$ cat config.mk
export PLATFORM = sky130hd
export DESIGN_NAME = seq_div
export DESIGN_NICKNAME = d
export VERILOG_FILES = /design/src/rtl/div_pkg.sv /design/src/rtl/div_step.sv /design/src/rtl/seq_div.sv
export SDC_FILE = /design/constraint.sdc
export NUM_CORES = 1
export LEC_CHECK = 0
export CAP_MARGIN = 20
export CORE_ASPECT_RATIO = 0.5
export CORE_MARGIN = 8
export CORE_UTILIZATION = 35
export DETAILED_ROUTE_END_ITERATION = 8
export DONT_BUFFER_PORTS = 1
export PLACE_DENSITY = 0.57
export SYNTH_ARGS = -nofsm -noshare
export SYNTH_HDL_FRONTEND = slang
export SYNTH_HIERARCHICAL = 1
export SYNTH_SLANG_ARGS = --single-unit
$ cat constraint.sdc
create_clock -name clk -period 2.55 [get_ports clk]
set_clock_uncertainty 0.15 [all_clocks]
set_input_delay 0.255 -clock clk [delete_from_list [all_inputs] [get_ports clk]]
set_output_delay 0.255 -clock clk [all_outputs]
set_load 0.01 [all_outputs]
$ cat src/rtl/div_pkg.sv
// Shared types and helpers for the sequential restoring divider.
package div_pkg;

    // Controller states.
    typedef enum logic [1:0] {
        IDLE = 2'd0,
        CALC = 2'd1,
        FIX  = 2'd2,
        DONE = 2'd3
    } state_t;

    // Widest operand the helper below can handle.
    localparam int MAX_W = 64;

    // Returns the two's-complement negation of val when neg is set, else val.
    // Callers zero-extend a WIDTH-bit operand and keep the low WIDTH bits of
    // the result. This gives |x| for a negative signed x, and also the
    // sign-corrected quotient and remainder. The most negative value maps
    // onto itself, which reads correctly as an unsigned magnitude.
    function automatic logic [MAX_W-1:0] twos_mag(input logic [MAX_W-1:0] val,
                                                  input logic             neg);
        return neg ? (~val + 1'b1) : val;
    endfunction

endpackage

$ cat src/rtl/div_step.sv
// One restoring division iteration: shift {prem, quo} left, trial-subtract
// the divisor magnitude, and keep the difference when it does not underflow.
module div_step #(
    parameter int WIDTH = 8
) (
    input  logic [WIDTH-1:0] prem,
    input  logic [WIDTH-1:0] quo,
    input  logic [WIDTH-1:0] dmag,
    output logic [WIDTH-1:0] prem_nxt,
    output logic [WIDTH-1:0] quo_nxt
);

    logic [WIDTH:0]   shifted;
    logic [WIDTH+1:0] trial;

    // Trial subtraction, with one guard bit so that its MSB is a clean borrow.
    always_comb begin
        shifted = {prem, quo[WIDTH-1]};
        trial   = {1'b0, shifted} - {2'b00, dmag};
        if (trial[WIDTH+1]) begin
            prem_nxt = shifted[WIDTH-1:0];
            quo_nxt  = {quo[WIDTH-2:0], 1'b0};
        end else begin
            // The remainder stays below dmag, so it fits in WIDTH bits.
            prem_nxt = WIDTH'(trial);
            quo_nxt  = {quo[WIDTH-2:0], 1'b1};
        end
    end

endmodule

$ cat src/rtl/seq_div.sv
// Multi-cycle restoring divider with per-operation signed mode,
// divide-by-zero detection and a start/done handshake.
module seq_div
    import div_pkg::*;
#(
    parameter int WIDTH = 8
) (
    input  logic             clk,
    input  logic             rst,
    input  logic             start,
    input  logic             sgn,
    input  logic [WIDTH-1:0] num,
    input  logic [WIDTH-1:0] den,
    output logic [WIDTH-1:0] res,
    output logic [WIDTH-1:0] rem,
    output logic             done,
    output logic             busy,
    output logic             dbz
);

    localparam int CNT_W = $clog2(WIDTH + 1);

    state_t           state;
    state_t           state_nxt;
    logic [CNT_W-1:0] cnt;
    logic             accept;
    logic             last_step;

    // Operands are captured at the accepting edge so that callers may change them afterwards.
    logic [WIDTH-1:0] num_raw;
    logic [WIDTH-1:0] dmag;
    logic [WIDTH-1:0] prem;
    logic [WIDTH-1:0] quo;
    logic             q_neg;
    logic             r_neg;
    logic             dbz_pend;

    logic [WIDTH-1:0] prem_nxt;
    logic [WIDTH-1:0] quo_nxt;

    assign accept    = (state == IDLE) && start;
    assign last_step = (cnt == CNT_W'(WIDTH - 1));

    div_step #(.WIDTH(WIDTH)) u_step (
        .prem     (prem),
        .quo      (quo),
        .dmag     (dmag),
        .prem_nxt (prem_nxt),
        .quo_nxt  (quo_nxt)
    );

    // State register.
    always_ff @(posedge clk) begin
        if (rst) state <= IDLE;
        else     state <= state_nxt;
    end

    // Next-state logic. A zero divisor skips CALC and goes straight to FIX,
    // so done rises one edge after acceptance.
    always_comb begin
        state_nxt = state;
        case (state)
            IDLE: if (start) state_nxt = (den == '0) ? FIX : CALC;
            CALC: if (last_step) state_nxt = FIX;
            FIX:  state_nxt = DONE;
            DONE: state_nxt = IDLE;
            default: state_nxt = IDLE;
        endcase
    end

    // Handshake outputs decoded from the state register.
    always_comb begin
        busy = (state != IDLE);
        done = (state == DONE);
    end

    // Iteration counter: cleared on acceptance, advanced once per CALC edge.
    always_ff @(posedge clk) begin
        if (rst)                cnt <= '0;
        else if (accept)        cnt <= '0;
        else if (state == CALC) cnt <= cnt + 1'b1;
    end

    // Operand capture and restoring iterations. A reset only needs to stop
    // the controller, so these registers are not reset.
    always_ff @(posedge clk) begin
        if (accept) begin
            num_raw  <= num;
            dbz_pend <= (den == '0);
            q_neg    <= sgn & (num[WIDTH-1] ^ den[WIDTH-1]);
            r_neg    <= sgn & num[WIDTH-1];
            quo      <= WIDTH'(twos_mag(MAX_W'(num), sgn & num[WIDTH-1]));
            dmag     <= WIDTH'(twos_mag(MAX_W'(den), sgn & den[WIDTH-1]));
            prem     <= '0;
        end else if (state == CALC) begin
            prem <= prem_nxt;
            quo  <= quo_nxt;
        end
    end

    // Result registers: updated only in FIX and held until the next completion.
    always_ff @(posedge clk) begin
        if (rst) begin
            res <= '0;
            rem <= '0;
            dbz <= 1'b0;
        end else if (state == FIX) begin
            if (dbz_pend) begin
                res <= '1;
                rem <= num_raw;
                dbz <= 1'b1;
            end else begin
                // For most-negative / -1 the quotient wraps back onto itself.
                res <= WIDTH'(twos_mag(MAX_W'(quo), q_neg));
                rem <= WIDTH'(twos_mag(MAX_W'(prem), r_neg));
                dbz <= 1'b0;
            end
        end
    end

endmodule

==> results.ini, run 1 <==
[synthesis]
synth_warnings=6
synth_top_area_share_pct=23.81
synth_cell_type_count=57
synth_ff_type=dfxtp_1
synth-xor-area-share_pct=6.686
yosys.area.top_type=edfxtp_1
synth_mux_area_share_pct=8.707
synth_nets=383
synthSimpleGateAreaFrac_pct=16.27
ys_seq_area_share_pct=42.03
ys_seq_elements=58
syn-instance-count=344
synthTopCellsByArea=edfxtp_1 24%, dfxtp_1 18%, ha_1 6.6%
synth_edf_count=27
synthAdderAreaFrac_pct=7.201
synth_top_family_by_area=simple AND/OR/NAND/NOR gates
syn_area_mm2=0.003406
async_reset_ff_share_pct=0
synth-compound-area-share_pct=13.37
avgSynthCellArea_um2=9.900

[timing]
setup_viol=0
fin_crit_sh_pct=93.53
drv_slew=0
rsz0062_at_grt=false
tightest_slew_ns=0.8594
slew-limit-headroom_pct=42.52
hold_viol=0
period_needed_ns=2.385
tns_ns=0
max_freq_mhz=419.3

[route]
wl_per_cell_um=15.13
ant_nets=0
vias=2417
drt_iter0_markers=179
drt-pass1-iter-count=4
routed_wl_um=7488
via_per_inst=4.883
drcViolationCount=0

[setup_path]
crit_arrival_ns=2.41
start_kind=flop
reg2reg_to=prem[5]$_SDFFE_PP0P_
crit_required_ns=2.58
path_class=flop to flop
cp-endpoint=prem[5]$_SDFFE_PP0P_
cp_max_fo=8
rr_worst_depth=9
worst_path_max_delay_cell=a21oi_4
slowest_delay_ns=0.37
rr_startpoint=dmag[3]$_DFFE_PP_
worst_setup_path_end_kind=flop
cp_cell_sequence=inv_1 -> ha_1 -> a21o_1 -> a21oi_2 -> o21ai_2 -> a21oi_4 -> mux2_4 -> mux2i_1 -> nor2_1
rrSetupSlack_ns=0.16
startpoint=dmag[3]$_DFFE_PP_

[die]
rows=25
start_util_pct=36.05
core-area_mm2=0.009447
die-area_mm2=0.01333
die_w_um=155.5
io_pins=39
die_h_um=85.75

[cts]
cts_setup_buffers=0
cts_buffers=9
cts_tree=done
cts_buffer_depth=2
htree_num_levels=3
ctsRootBufferMaster=clkbuf_16
clk_latency_ns=0.32
clk_pin_slew_ns=0.05
cts_sinks=58

[job]
cap_violations=0

[finish]
layout_common_cells=34 x nor2_1, 31 x dfxtp_1, 27 x edfxtp_1, 23 x inv_1, 21 x mux2i_1
areaGrowthSynthToFinish_pct=15.21
layout_commonest_cell=nor2_1
final_nets=394
layout-drive-gt1-share_pct=10.00
design_area_mm2=0.003924
diodes=0
fill_cells=927
final_util_pct=41.54

[power]
p_sw_uw=1566
clkPwrFrac_pct=25.0
power.density_mw_per_mm2=1087
share_seq_of_total_power_pct=37.8
switching_share_pct=36.73
leakage_uw=0.001592
peakVddDrop_v=0.0004440
comb_power_share_pct=37.2
p_int_uw=2698
total_power_uw=4264

[placement]
gp_congestion=0.8521
io_buffers=0
hpwl_um=5474
dpl_cell_area_mm2=0.003515

[grt]
grt_pass1_vias=2456
grt_pass1_wl_um=12470
grt_max_degree=33
grt_remaining_overflow=0
antenna_found_initial=0
globalRouteTotalUtil_pct=11.60

[status]
status=finished, final reports clean

[worst_hold_path]
hold_depth=1
min_path_type=primary input to flop

[cells in the mapped netlist, types with 2 or more instances]
master,count
nor2_1,34
dfxtp_1,31
edfxtp_1,27
inv_1,23
mux2i_1,21
nand2_1,19
ha_1,18
nor3_1,16
o21ai_1,13
xnor2_1,13
xor2_1,13
nor2b_1,12
a211oi_1,10
clkbuf_1,10
a21oi_1,8
buf_4,7
mux2_4,5
nand2b_1,5
a21boi_1,4
a31oi_1,4
nand3b_1,4
a21o_1,3
buf_2,3
a22o_1,2
nor4_1,2
o21a_1,2
o21ai_2,2
o22ai_1,2
o31a_1,2
o31ai_1,2
[per-stage QoR]
stage / instances / hold WS [ns] / setup slack, ns
2_1_floorplan: 344 / 0.2039 / 0.3218
5_1_grt: 495 / 0.005640 / 0.006458
3_5_place_dp: 465 / 0.1795 / 0.1610
3_3_place_gp: 465 / 0.1758 / 0.2201
4_1_cts: 495 / 0.004311 / 0.1389
6_report: 495 / 0.008427 / 0.1649
[area by class of cell]
class	count	area, um^2	share of cell area, %
repair buffers	20	185.2	4.719
well taps	135	168.9	4.305
clock inverters	4	20.02	0.5102
inverters	24	90.09	2.296
clock buffers	12	246.5	6.282
flip-flops and latches	58	1431	36.48
multi-input cells	242	1782	45.41
[power by group through the flow]
stage	combinational [uW]	sequential [uW]	clock, uW
2_1_floorplan	1350	1540	0
3_3_place_gp	1510	1620	0
3_5_place_dp	1550	1630	0
4_1_cts	1590	1620	1090
5_1_grt	1780	1650	1130
6_report	1590	1610	1060
[registers in the layout, indices dropped and copies added (netlist names)]
register and flops:
state 2, prem 8, dbz 1, num_raw 8, cnt 4, q_neg 1, rem 8, dmag 8
dbz_pend 1, r_neg 1, res 8, quo 8
[worst min path at each step]
stage            from                    end  slack (ns)
2_1_floorplan  den[0]      dmag[0]$_DFFE_PP_        0.20
3_3_place_gp      rst  state[1]$_SDFFE_PP0P_        0.18
3_5_place_dp      rst    rem[5]$_SDFFE_PP0P_        0.18
4_1_cts        den[1]      dmag[1]$_DFFE_PP_       0.004
5_1_grt        den[1]      dmag[1]$_DFFE_PP_       0.006
6_report       den[1]      dmag[1]$_DFFE_PP_       0.008
[layer usage]
| layer | wire (um) | global-route usage [%] |
|---|---|---|
| met1 | 3389 | 13.74 |
| met2 | 3892 | 20.47 |
| met3 | 177 | 3.009 |
| met4 | 29 | 3.234 |
| met5 | 0 | 0 |
[logic make-up after synthesis]
logic type	Yosys count
DFF	58
buffers and inverters	44
muxes	27
and+or+nand+nor	105
xor gates and xnor gates	26
adders and majority gates	19
AOI/OAI and AO/OA	65
[worst max-delay path: cells and delay by family (launching register included)]
kind	cells	cell delay (ns)
adders and majority gates	1	0.35
muxes	2	0.47
DFF	1	0.32
and+or+nand+nor	1	0.06
buffers and inverters	1	0.04
AOI/OAI and AO/OA	4	0.86
[repair_timing]
action	4_1_cts	5_1_grt
hold endpoints to repair	34	0
hold buffers	14	0
resized for setup	0	1
endpoints found under the setup margin	0	1
No activity file was read; power rests on OpenSTA's default activity.
==> run 2: changes to the inputs <==
--- a/config.mk
+++ b/config.mk
@@ -11,7 +11,6 @@
 export CORE_UTILIZATION = 35
 export DETAILED_ROUTE_END_ITERATION = 8
 export DONT_BUFFER_PORTS = 1
-export PLACE_DENSITY = 0.57
 export SYNTH_ARGS = -nofsm -noshare
 export SYNTH_HDL_FRONTEND = slang
 export SYNTH_HIERARCHICAL = 1
==> results.ini, run 2 (synthesis results as in run 1) <==
[status]
status=finished, final reports clean

[die]
core-area_mm2=0.009447  ; unchanged
die-area_mm2=0.01333  ; unchanged
rows=25  ; unchanged
start_util_pct=36.05  ; unchanged
io_pins=39  ; unchanged
die_h_um=85.75  ; unchanged
die_w_um=155.5  ; unchanged

[timing]
period_needed_ns=2.377  ; -0.008565 ns
fin_crit_sh_pct=93.20  ; -0.34 points
drv_slew=0  ; unchanged
tightest_slew_ns=0.9034  ; +0.04402 ns
tns_ns=0  ; unchanged
setup_viol=0  ; unchanged
max_freq_mhz=420.8  ; +0.36%
rsz0062_at_grt=false
slew-limit-headroom_pct=39.57  ; -2.9 points
hold_viol=0  ; unchanged
fin_ws_ns=0.1735  ; +0.008565 ns

[worst_hold_path]
min_path_type=primary input to flop

[placement]
dp_cells=465  ; unchanged
dpl_cell_area_mm2=0.003515  ; unchanged
gp_congestion=0.7851  ; -7.9%
pre_cts_ws_ns=0.1538  ; -0.007136 ns
io_buffers=0  ; unchanged
hpwl_um=5131  ; -6.3%

[setup_path]
worst-path-buf-inv=0  ; -1
path_delay_family=compound AO/OA/AOI/OAI gates
slowest_delay_ns=0.44  ; +0.07 ns
cp_max_fo=8  ; unchanged
worst_path_max_delay_cell=dfxtp_1
crit_required_ns=2.59  ; about the same
worst_setup_path_end_kind=flop
cp_cell_sequence=ha_1 -> a21o_1 -> a21oi_2 -> o21ai_2 -> a21oi_4 -> mux2_4 -> mux2i_1 -> nor2_1
start_kind=flop
crit_arrival_ns=2.41  ; about the same
path_class=flop to flop

[cts]
clk_latency_ns=0.33  ; about the same
cts_tree=done
clk_pin_slew_ns=0.05  ; about the same
cts_buffer_depth=2  ; unchanged
htree_num_levels=3  ; unchanged
cts_buffers=9  ; unchanged
cts_sinks=58  ; unchanged
ctsRootBufferMaster=clkbuf_16

[power]
leakage_uw=0.001613  ; +1.3%
total_power_uw=4375  ; +2.6%
power.density_mw_per_mm2=1100  ; +1.3%
peakVddDrop_v=0.0004369  ; -1.6%

[grt]
grt_busiest_layer=met2
grt_use_met3_pct=3.310  ; +0.30 points
use_met2_pct=19.21  ; -1.3 points
met1_usage_pct=13.77  ; +0.029 points
grt_remaining_overflow=0  ; unchanged
grt_max_degree=33  ; unchanged
globalRouteTotalUtil_pct=11.42  ; -0.19 points
antenna_found_initial=0  ; unchanged
grt_pass1_vias=2413  ; -1.8%
grt_pass1_wl_um=12040  ; -3.4%

[finish]
layout_common_cells=34 x nor2_1, 31 x dfxtp_1, 27 x edfxtp_1, 23 x inv_1, 21 x mux2i_1
final_nets=396  ; +0.51%
layout_commonest_cell=nor2_1
areaGrowthSynthToFinish_pct=16.75
instances_no_fill=497  ; +0.40%
design_area_mm2=0.003976  ; +1.3%
fill_cells=927  ; unchanged
layout-drive-gt1-share_pct=10.77  ; +0.77 points
diodes=0  ; unchanged

[route]
wl_per_cell_um=14.44  ; -4.6%
ant_nets=0  ; unchanged
drt_iter0_markers=136  ; -24%
vias=2358  ; -2.4%
drt-pass1-iter-count=4  ; unchanged
routed_wl_um=7175  ; -4.2%
via_per_inst=4.744  ; -2.8%
drcViolationCount=0  ; unchanged

[job]
cap_violations=0  ; unchanged

[run 2: power breakdown]
group	switching [uW]	total (uW)	internal, uW
clock network	410	1190	776
logic	854	1560	705
registers	303	1630	1330
[run 2: timing repair]
item	in CTS	in global routing
gates resized for setup	0	2
setup buffers	0	0
endpoints found under the setup margin	0	1
hold buffers	16	0
hold endpoints to repair	36	0
[run 2: path summary, 6_finish.rpt]
kind / cells after the start / startpoint / slack, ns / end
max reg2reg: 8 / prem[2]$_SDFFE_PP0P_ / 0.17 / prem[4]$_SDFFE_PP0P_
min: 1 / den[6] / 0.02 / dmag[6]$_DFFE_PP_
min reg2reg: 2 / res[5]$_SDFFE_PP0P_ / 0.38 / res[5]$_SDFFE_PP0P_
max: 8 / prem[2]$_SDFFE_PP0P_ / 0.17 / prem[4]$_SDFFE_PP0P_
[run 2: routing by layer]
metal | up-vias | wire length (um)
met5 | - | 0
met1 | 1098 | 3419
met2 | 17 | 3505
met3 | 9 | 165
met4 | 0 | 85
li1 | 1234 | -
[run 2: area by class of cell]
class	count	area (um^2)	share of cell area (%)
multi-input combinational	242	1784	44.87
sequential	58	1431	36.00
clock buffer	11	242.7	6.104
timing repair buffer	22	205.2	5.160
tap	135	168.9	4.248
inverter	24	90.09	2.266
clock inverter	5	53.80	1.353
[run 2: per-stage QoR]
stage | util, % | hold WS [ns]
2_1_floorplan | - | 0.2039
3_3_place_gp | 37.21 | 0.1766
3_5_place_dp | 37.21 | 0.1786
4_1_cts | 42.04 | 0.007186
5_1_grt | 42.09 | 0.01296
6_report | 42.09 | 0.02029
==> run 3: changes to the inputs <==
--- a/config.mk
+++ b/config.mk
@@ -6,7 +6,6 @@
 export NUM_CORES = 1
 export LEC_CHECK = 0
 export CAP_MARGIN = 20
-export CORE_ASPECT_RATIO = 0.5
 export CORE_MARGIN = 8
 export CORE_UTILIZATION = 35
 export DETAILED_ROUTE_END_ITERATION = 8
==> results.ini, run 3 (synthesis results as in run 1) <==
[cts]
ctsRootBufferMaster=clkbuf_8
htree_num_levels=3  ; unchanged
cts_sinks=58  ; unchanged
cts_buffers=9  ; unchanged
clk_latency_ns=0.34  ; about the same
cts_buffer_depth=2  ; unchanged
clk_pin_slew_ns=0.07  ; +0.02 ns
cts_tree=done

[timing]
period_needed_ns=2.379  ; +0.002334 ns
max_freq_mhz=420.4  ; about the same
hold_viol=0  ; unchanged
slew-limit-headroom_pct=34.82  ; -4.8 points
tightest_slew_ns=0.9745  ; +0.07103 ns
drv_slew=0  ; unchanged
tns_ns=0  ; unchanged
setup_viol=0  ; unchanged
fin_crit_sh_pct=93.29  ; about the same
rsz0062_at_grt=false

[die]
io_pins=39  ; unchanged
die_h_um=114.6  ; +34%
die_w_um=114.6  ; -26%
start_util_pct=35.50  ; -0.55 points
rows=36  ; +44%
die-area_mm2=0.01314  ; -1.4%
core-area_mm2=0.009594  ; +1.6%

[finish]
multi_input_area_mm2=0.001782  ; -0.14%
regArea_mm2=0.001431  ; unchanged
instances_no_fill=501  ; +0.80%
diodes=0  ; unchanged
layout-drive-gt1-share_pct=11.96  ; +1.2 points
layout_common_cells=34 x nor2_1, 31 x dfxtp_1, 27 x edfxtp_1, 23 x inv_1, 21 x mux2i_1
fill_cells=970  ; +4.6%
final_util_pct=40.88  ; -1.2 points
final_nets=402  ; +1.5%
areaGrowthSynthToFinish_pct=15.17
design_area_mm2=0.003923  ; -1.4%
layout_commonest_cell=nor2_1

[placement]
gp_congestion=0.8108  ; +3.3%
dpl_cell_area_mm2=0.003535  ; +0.57%
io_buffers=0  ; unchanged
hpwl_um=5435  ; +5.9%
dp_cells=466  ; +0.22%

[route]
drcViolationCount=0  ; unchanged
ant_nets=0  ; unchanged
vias=2467  ; +4.6%
drt-pass1-iter-count=4  ; unchanged
via_per_inst=4.924  ; +3.8%
wl_per_cell_um=14.97  ; +3.7%
drt_iter0_markers=123  ; -9.6%
routed_wl_um=7500  ; +4.5%

[power]
peakVddDrop_v=0.0006117  ; +40%
leakage_uw=0.001601  ; -0.74%
power.density_mw_per_mm2=1035  ; -5.9%

[grt]
antenna_found_initial=0  ; unchanged
grt_pass1_vias=2627  ; +8.9%
grt_remaining_overflow=0  ; unchanged
grt_max_degree=33  ; unchanged
globalRouteTotalUtil_pct=12.08  ; +0.66 points
grt_pass1_wl_um=12510  ; +3.9%

[setup_path]
start_kind=flop
cp-endpoint=prem[6]$_SDFFE_PP0P_
crit_arrival_ns=2.44  ; +0.03 ns
worst_setup_path_end_kind=flop
rrSetupSlack_ns=0.17  ; about the same
rr_startpoint=quo[7]$_DFFE_PP_
cp_max_fo=2  ; -6
path_class=flop to flop
reg2reg_to=prem[6]$_SDFFE_PP0P_
startpoint=quo[7]$_DFFE_PP_
rr_worst_depth=10  ; +2
crit_required_ns=2.61  ; +0.02 ns

[job]
cap_violations=0  ; unchanged

[worst_hold_path]
min_path_type=primary input to flop

[status]
status=finished, final reports clean

==> run 3: changes by cell type in the layout (fill, tap and decap cells not counted), sizes merged <==
| cell | previous run | this run |
|---|---|---|
| bufinv | 1 | 0 |
| buf | 6 | 10 |
| inv | 24 | 25 |
| dlygate4sd3 | 16 | 18 |
==> run 3: what timing repair did <==
action,4_1_cts,5_1_grt
resized for setup,0,1
endpoints found under the hold margin,38,0
buffers inserted,0,1
hold buffers,18,0
setup endpoints to repair,0,1
==> run 3: area by class of cell <==
class / count / share of cell area, %
multi-input combinational: 242 / 45.42
sequential: 58 / 36.49
timing repair buffer: 28 / 6.507
tap: 133 / 4.242
clock buffer: 11 / 4.147
inverter: 24 / 2.297
clock inverter: 5 / 0.8931
==> run 3: per-layer routing <==
| layer | wire [um] | up-vias | part of all wire [%] | global-route usage (%) |
|---|---|---|---|---|
| li1 | - | 1242 | - | - |
| met1 | 3389 | 1163 | 45 | 14.47 |
| met2 | 3491 | 57 | 47 | 19.40 |
| met3 | 536 | 5 | 7.1 | 4.905 |
| met4 | 82 | 0 | 1.1 | 3.461 |
| met5 | 0 | - | 0 | 0 |
==> run 3: critical path: stages (launching register included) <==
cell and delay [ns]:
edfxtp_1 0.37, inv_1 0.07, ha_1 0.21, fa_1 0.42
nor2b_2 0.15, o31a_1 0.19, mux2i_1 0.19, nand2_1 0.06
mux2_4 0.27, mux2i_1 0.13, nor2_1 0.05
==> run 3: power breakdown <==
group	switching (uW)	internal [uW]	total (uW)
Combinational	885	729	1610
Clock	393	438	831
Sequential	290	1320	1610
==> run 3: worst min-delay path by stage <==
stage,cells past startpoint,end,from,slack [ns]
6_report,2,quo[3]$_DFFE_PP_,num[3],0.02
5_1_grt,2,quo[4]$_DFFE_PP_,num[4],0.02
4_1_cts,2,quo[4]$_DFFE_PP_,num[4],0.004
3_5_place_dp,1,rem[5]$_SDFFE_PP0P_,rst,0.18
3_3_place_gp,1,rem[5]$_SDFFE_PP0P_,rst,0.18
2_1_floorplan,0,dmag[0]$_DFFE_PP_,den[0],0.20
==> run 3: through the flow <==
stage	setup WS (ns)	hold slack, ns	total power [uW]
6_report	0.1712	0.02304	4060
5_1_grt	0.03724	0.01624	4375
4_1_cts	0.1663	0.004340	4081
3_5_place_dp	0.1733	0.1793	3206
3_3_place_gp	0.2402	0.1787	3152
2_1_floorplan	0.3218	0.2039	2893
==> patch 1: new RTL, flow settings as in run 3 <==
Register the output `rem` once more, without a reset; this adds one clock of latency there. The other outputs are not delayed to match.
--- a/src/rtl/seq_div.sv
+++ b/src/rtl/seq_div.sv
@@ -21,2 +21,4 @@
     localparam int CNT_W = $clog2(WIDTH + 1);
+
+    logic [WIDTH-1:0] rem_s0;
 
@@ -104,3 +106,3 @@
             res <= '0;
-            rem <= '0;
+            rem_s0 <= '0;
             dbz <= 1'b0;
@@ -109,3 +111,3 @@
                 res <= '1;
-                rem <= num_raw;
+                rem_s0 <= num_raw;
                 dbz <= 1'b1;
@@ -114,3 +116,3 @@
                 res <= WIDTH'(twos_mag(MAX_W'(quo), q_neg));
-                rem <= WIDTH'(twos_mag(MAX_W'(prem), r_neg));
+                rem_s0 <= WIDTH'(twos_mag(MAX_W'(prem), r_neg));
                 dbz <= 1'b0;
@@ -120,2 +122,6 @@
 
+    always_ff @(posedge clk) begin
+        rem <= rem_s0;
+    end
+
 endmodule
Check against the original RTL: not equivalent (a bounded check fails within 4 cycles, from zero or initial values and one cycle with rst high).
==> patch 1 against run 3 <==
Sequential cell count up 8; combinational power down 13%; critical path depth unchanged; global-route usage about the same; sequential share of layout area up 3.0 points; setup slack worse by 0.024 ns; non-clock buffer count down 2; core utilization up 0.20 points; area after synthesis up 4.3%; largest power group unchanged; final cell count up 1.2%; power down 2.6%; routed wire length up 4.3%; design area up 2.8%.
==> patch 1: results (changes against run 3) <==
- The pin count of the biggest net entering global routing is 25 (-24%).
- The via count is 2514 (+1.9%).
- The overall fraction of global-route tracks in use is 12.1% (about the same).
- The non-clock buffer area fraction after layout is 5.89% (-0.61 points).
- The fill cell instance count of the final layout came to 991 (+2.2%).
- The flow ran to the end, and the final reports show no timing, DRC or antenna violations.
- The number of cells on the worst hold path is 1 (-1).
- The detailed placer's ending HPWL is 5.69 mm (+4.6%).
- The number of nets in the layout is 409 (+1.7%).
- The post-route core utilization is 41.1% (+0.20 points).
- The worst-case register-to-register setup slack is 0.15 ns (-0.02 ns).
- The worst setup slack before clock tree synthesis is 0.159 ns (-0.0140 ns).
- The number of design-rule violations left by the first detailed-router iteration is 160 (+30%).
- In the post-synthesis netlist, the biggest area contributors are sky130_fd_sc_hd__edfxtp_1 (23%), sky130_fd_sc_hd__dfxtp_1 (22%), sky130_fd_sc_hd__ha_1 (6.3%).
- The longest individual stage delay on the worst path is 0.40 ns (-0.02 ns).
- The register area is 1590 um^2 (+11%).
- The final non-filler cell total is 507 (+1.2%).
- The cell area after placement was 3690 um^2 (+4.3%).
- The number of distinct library cells after synthesis is 55 (-3.5%).
- The number of buffers outside the clock class in the layout is 26 (-7.1%).
- The number of signal-net inverters in the final layout is 25 (+4.2%).
- The clock network area share is 4.40% (-0.64 points).
- The placer's final routability congestion estimate is 0.809 (-0.20%).
- The part of the Yosys area used for sequential elements was 44.8% (+2.8 points).
- The relative slew slack was 45.7% (+11 points).
- The worst hold path endpoint is dmag[7].
- The final period utilization came to 94.2% (+0.94 points).
- The number of clock buffers in the layout is 10 (-1).
- The portion of netlist area occupied by mux cells is 8.06% (-0.64 points).
- The xor and xnor fraction of the mapped netlist area is 6.41% (-0.28 points).
- The hold-fix buffer count after cts came to 17 (-1).
- The fraction of layout cells with a size suffix above 1 came to 11.2% (-0.73 points).
patch 1: where the power goes:
group | internal, mW | switching, mW | total, mW | leakage, nW
registers | 1.45 | 0.303 | 1.75 | 0.578
logic | 0.634 | 0.768 | 1.40 | 0.986
clock network | 0.401 | 0.402 | 0.803 | 0.0968
patch 1: metal layers:
| layer | up-vias | track usage [%] | part of all wire, % | routed length (um) |
|---|---|---|---|---|
| li1 | 1278 | - | - | - |
| met1 | 1171 | 15.8 | 49 | 3840 |
| met2 | 57 | 17.8 | 43 | 3390 |
| met3 | 8 | 3.83 | 6.4 | 501 |
| met4 | 0 | 5.46 | 1.3 | 100 |
| met5 | - | 0 | 0 | 0 |
patch 1: worst register-to-register path, delay by kind of cell (launching register included):
family	cells	cell delay [ns]
adders and majority gates	2	0.61
muxes	3	0.59
and+or+nand+nor	3	0.30
buffers and inverters	1	0.07
AOI/OAI and AO/OA	1	0.18
DFF	1	0.39
==> patch 2: new RTL, settings of run 3 <==
Without the edit above. `WIDTH` is set to 8 in 2 places; all go to 16.
--- a/src/rtl/div_step.sv
+++ b/src/rtl/div_step.sv
@@ -3,3 +3,3 @@
 module div_step #(
-    parameter int WIDTH = 8
+    parameter int WIDTH = 16
 ) (
--- a/src/rtl/seq_div.sv
+++ b/src/rtl/seq_div.sv
@@ -5,3 +5,3 @@
 #(
-    parameter int WIDTH = 8
+    parameter int WIDTH = 16
 ) (
Ports: changed (resized den, num, rem and res); port bits go from 39 to 71. The function was not compared with the original's and may differ.
==> patch 2 against run 3 <==
The flow now finishes with violations (negative setup slack); sequential cell count rose by 49; design area grew 100%; critical path depth rose by 1; routed wire length grew 140%; final cell count rose by 96%; setup slack worse by 0.25 ns; area after synthesis up 88%; power grew 73%; global-route usage up 3.4 points; largest power group unchanged; highest routed layer unchanged.
==> patch 2: results (changes against run 3) <==
- The die area came to 22900 um^2 (+74%).
- The wire length of the first global-routing pass is 27.6 mm (+120%).
- The fraction of the mapped netlist area in adder cells came to 5.59% (-1.6 points).
- The number of buffers inserted to repair setup after CTS was 7 (+7).
- The total detailed-routing wirelength is 17.7 mm (+140%).
- The number of enable-type register cells in the synthesized netlist is 51 (+89%).
- The clock insertion delay at the later pin of the skew report was 0.37 ns (+0.03 ns).
- The part of the Yosys area used for sequential elements came to 41.4% (-0.62 points).
- The fraction of layout cells with a size suffix above 1 is 19.5% (+7.6 points).
- The hold-fix buffer count after cts is 31 (+13).
- The minimum setup slack in the final design is -0.0751 ns (-0.246 ns).
- The number of signal-net inverters in the final layout is 49 (+100%).
- The mean instance size in the synthesized netlist was 9.38 um^2 (-5.3%).
- The number of design-rule violations left by the first detailed-router iteration came to 352 (+190%).
- The relative slew slack is 33.1% (-1.7 points).
- The placer's final routability congestion estimate came to 0.815 (+0.54%).
- The non-clock buffer area fraction after layout is 10.8% (+4.2 points).
- The checks that failed: negative setup slack.
- The overall fraction of global-route tracks in use is 15.5% (+3.4 points).
- The global routing met2 resource utilization is 24.2% (+4.8 points).
- The via count is 5166 (+110%).
- The number of clock buffers in the layout is 9 (-2).
- The post-route core utilization is 44.0% (+3.1 points).
- The xor and xnor fraction of the mapped netlist area was 8.75% (+2.1 points).
- The critical path arrival is 2.78 ns (+0.34 ns).
- Yosys attributes the largest share of cell area to sky130_fd_sc_hd__edfxtp_1 (24%), sky130_fd_sc_hd__dfxtp_1 (18%), sky130_fd_sc_hd__ha_1 (5.3%).
- The number of multi-input combinational cells in the layout is 486 (+100%).
- The leakage power summed over all cells came to 3.05 nW (+90%).
- The routed length on met2 is 8.27 mm (+140%).
- The setup violation total in the final timing report was 12 (+12).
- The multi-input gate share of total cell area is 45.7% (+0.25 points).
- The met1 usage is 20.1% (+5.6 points).
- The number of distinct library cells after synthesis was 65 (+14%).
- The detailed placer's ending HPWL was 13.2 mm (+140%).
- The startpoint of the lowest-slack hold path is num[14].
- The portion of netlist area occupied by mux cells is 6.00% (-2.7 points).
- The flow ran to the end, but the final reports show violations.
- The worst hold path endpoint is quo[14].
- The pin count of the biggest net entering global routing is 40 (+21%).
- The clock network area share came to 3.96% (-1.1 points).
- The number of buffers outside the clock class in the layout is 95 (+240%).
- The synthesized netlist net count was 747 (+95%).
- The final setup TNS was -0.349 ns (-0.349 ns).
- The routed length per instance is 18.0 um (+20%).
- The cell area after placement is 7000 um^2 (+98%).
- By count the netlist is led by sky130_fd_sc_hd__nor2_1 (68), sky130_fd_sc_hd__dfxtp_1 (56), sky130_fd_sc_hd__edfxtp_1 (51).
- The worst setup slack before clock tree synthesis is -0.165 ns (-0.339 ns).
- The met3 routed wirelength was 1.37 mm (+160%).
-- patch 2: worst max-delay path, stage by stage (launching register included) --
cell	delay [ns]
sky130_fd_sc_hd__edfxtp_1	0.43
sky130_fd_sc_hd__ha_4	0.19
sky130_fd_sc_hd__nand2b_1	0.20
sky130_fd_sc_hd__a21oi_4	0.21
sky130_fd_sc_hd__a31oi_4	0.12
sky130_fd_sc_hd__o2111a_1	0.27
sky130_fd_sc_hd__or2_4	0.28
sky130_fd_sc_hd__clkbuf_16	0.17
sky130_fd_sc_hd__buf_4	0.14
sky130_fd_sc_hd__o31ai_2	0.20
sky130_fd_sc_hd__mux2i_1	0.10
sky130_fd_sc_hd__nor2_1	0.10
-- patch 2: where the power goes --
| part | internal (mW) | leakage, nW | total (mW) | switching [mW] |
|---|---|---|---|---|
| clock | 0.706 | 0.148 | 1.45 | 0.747 |
| sequential | 2.40 | 0.950 | 2.87 | 0.475 |
| combinational | 1.16 | 1.95 | 2.68 | 1.52 |
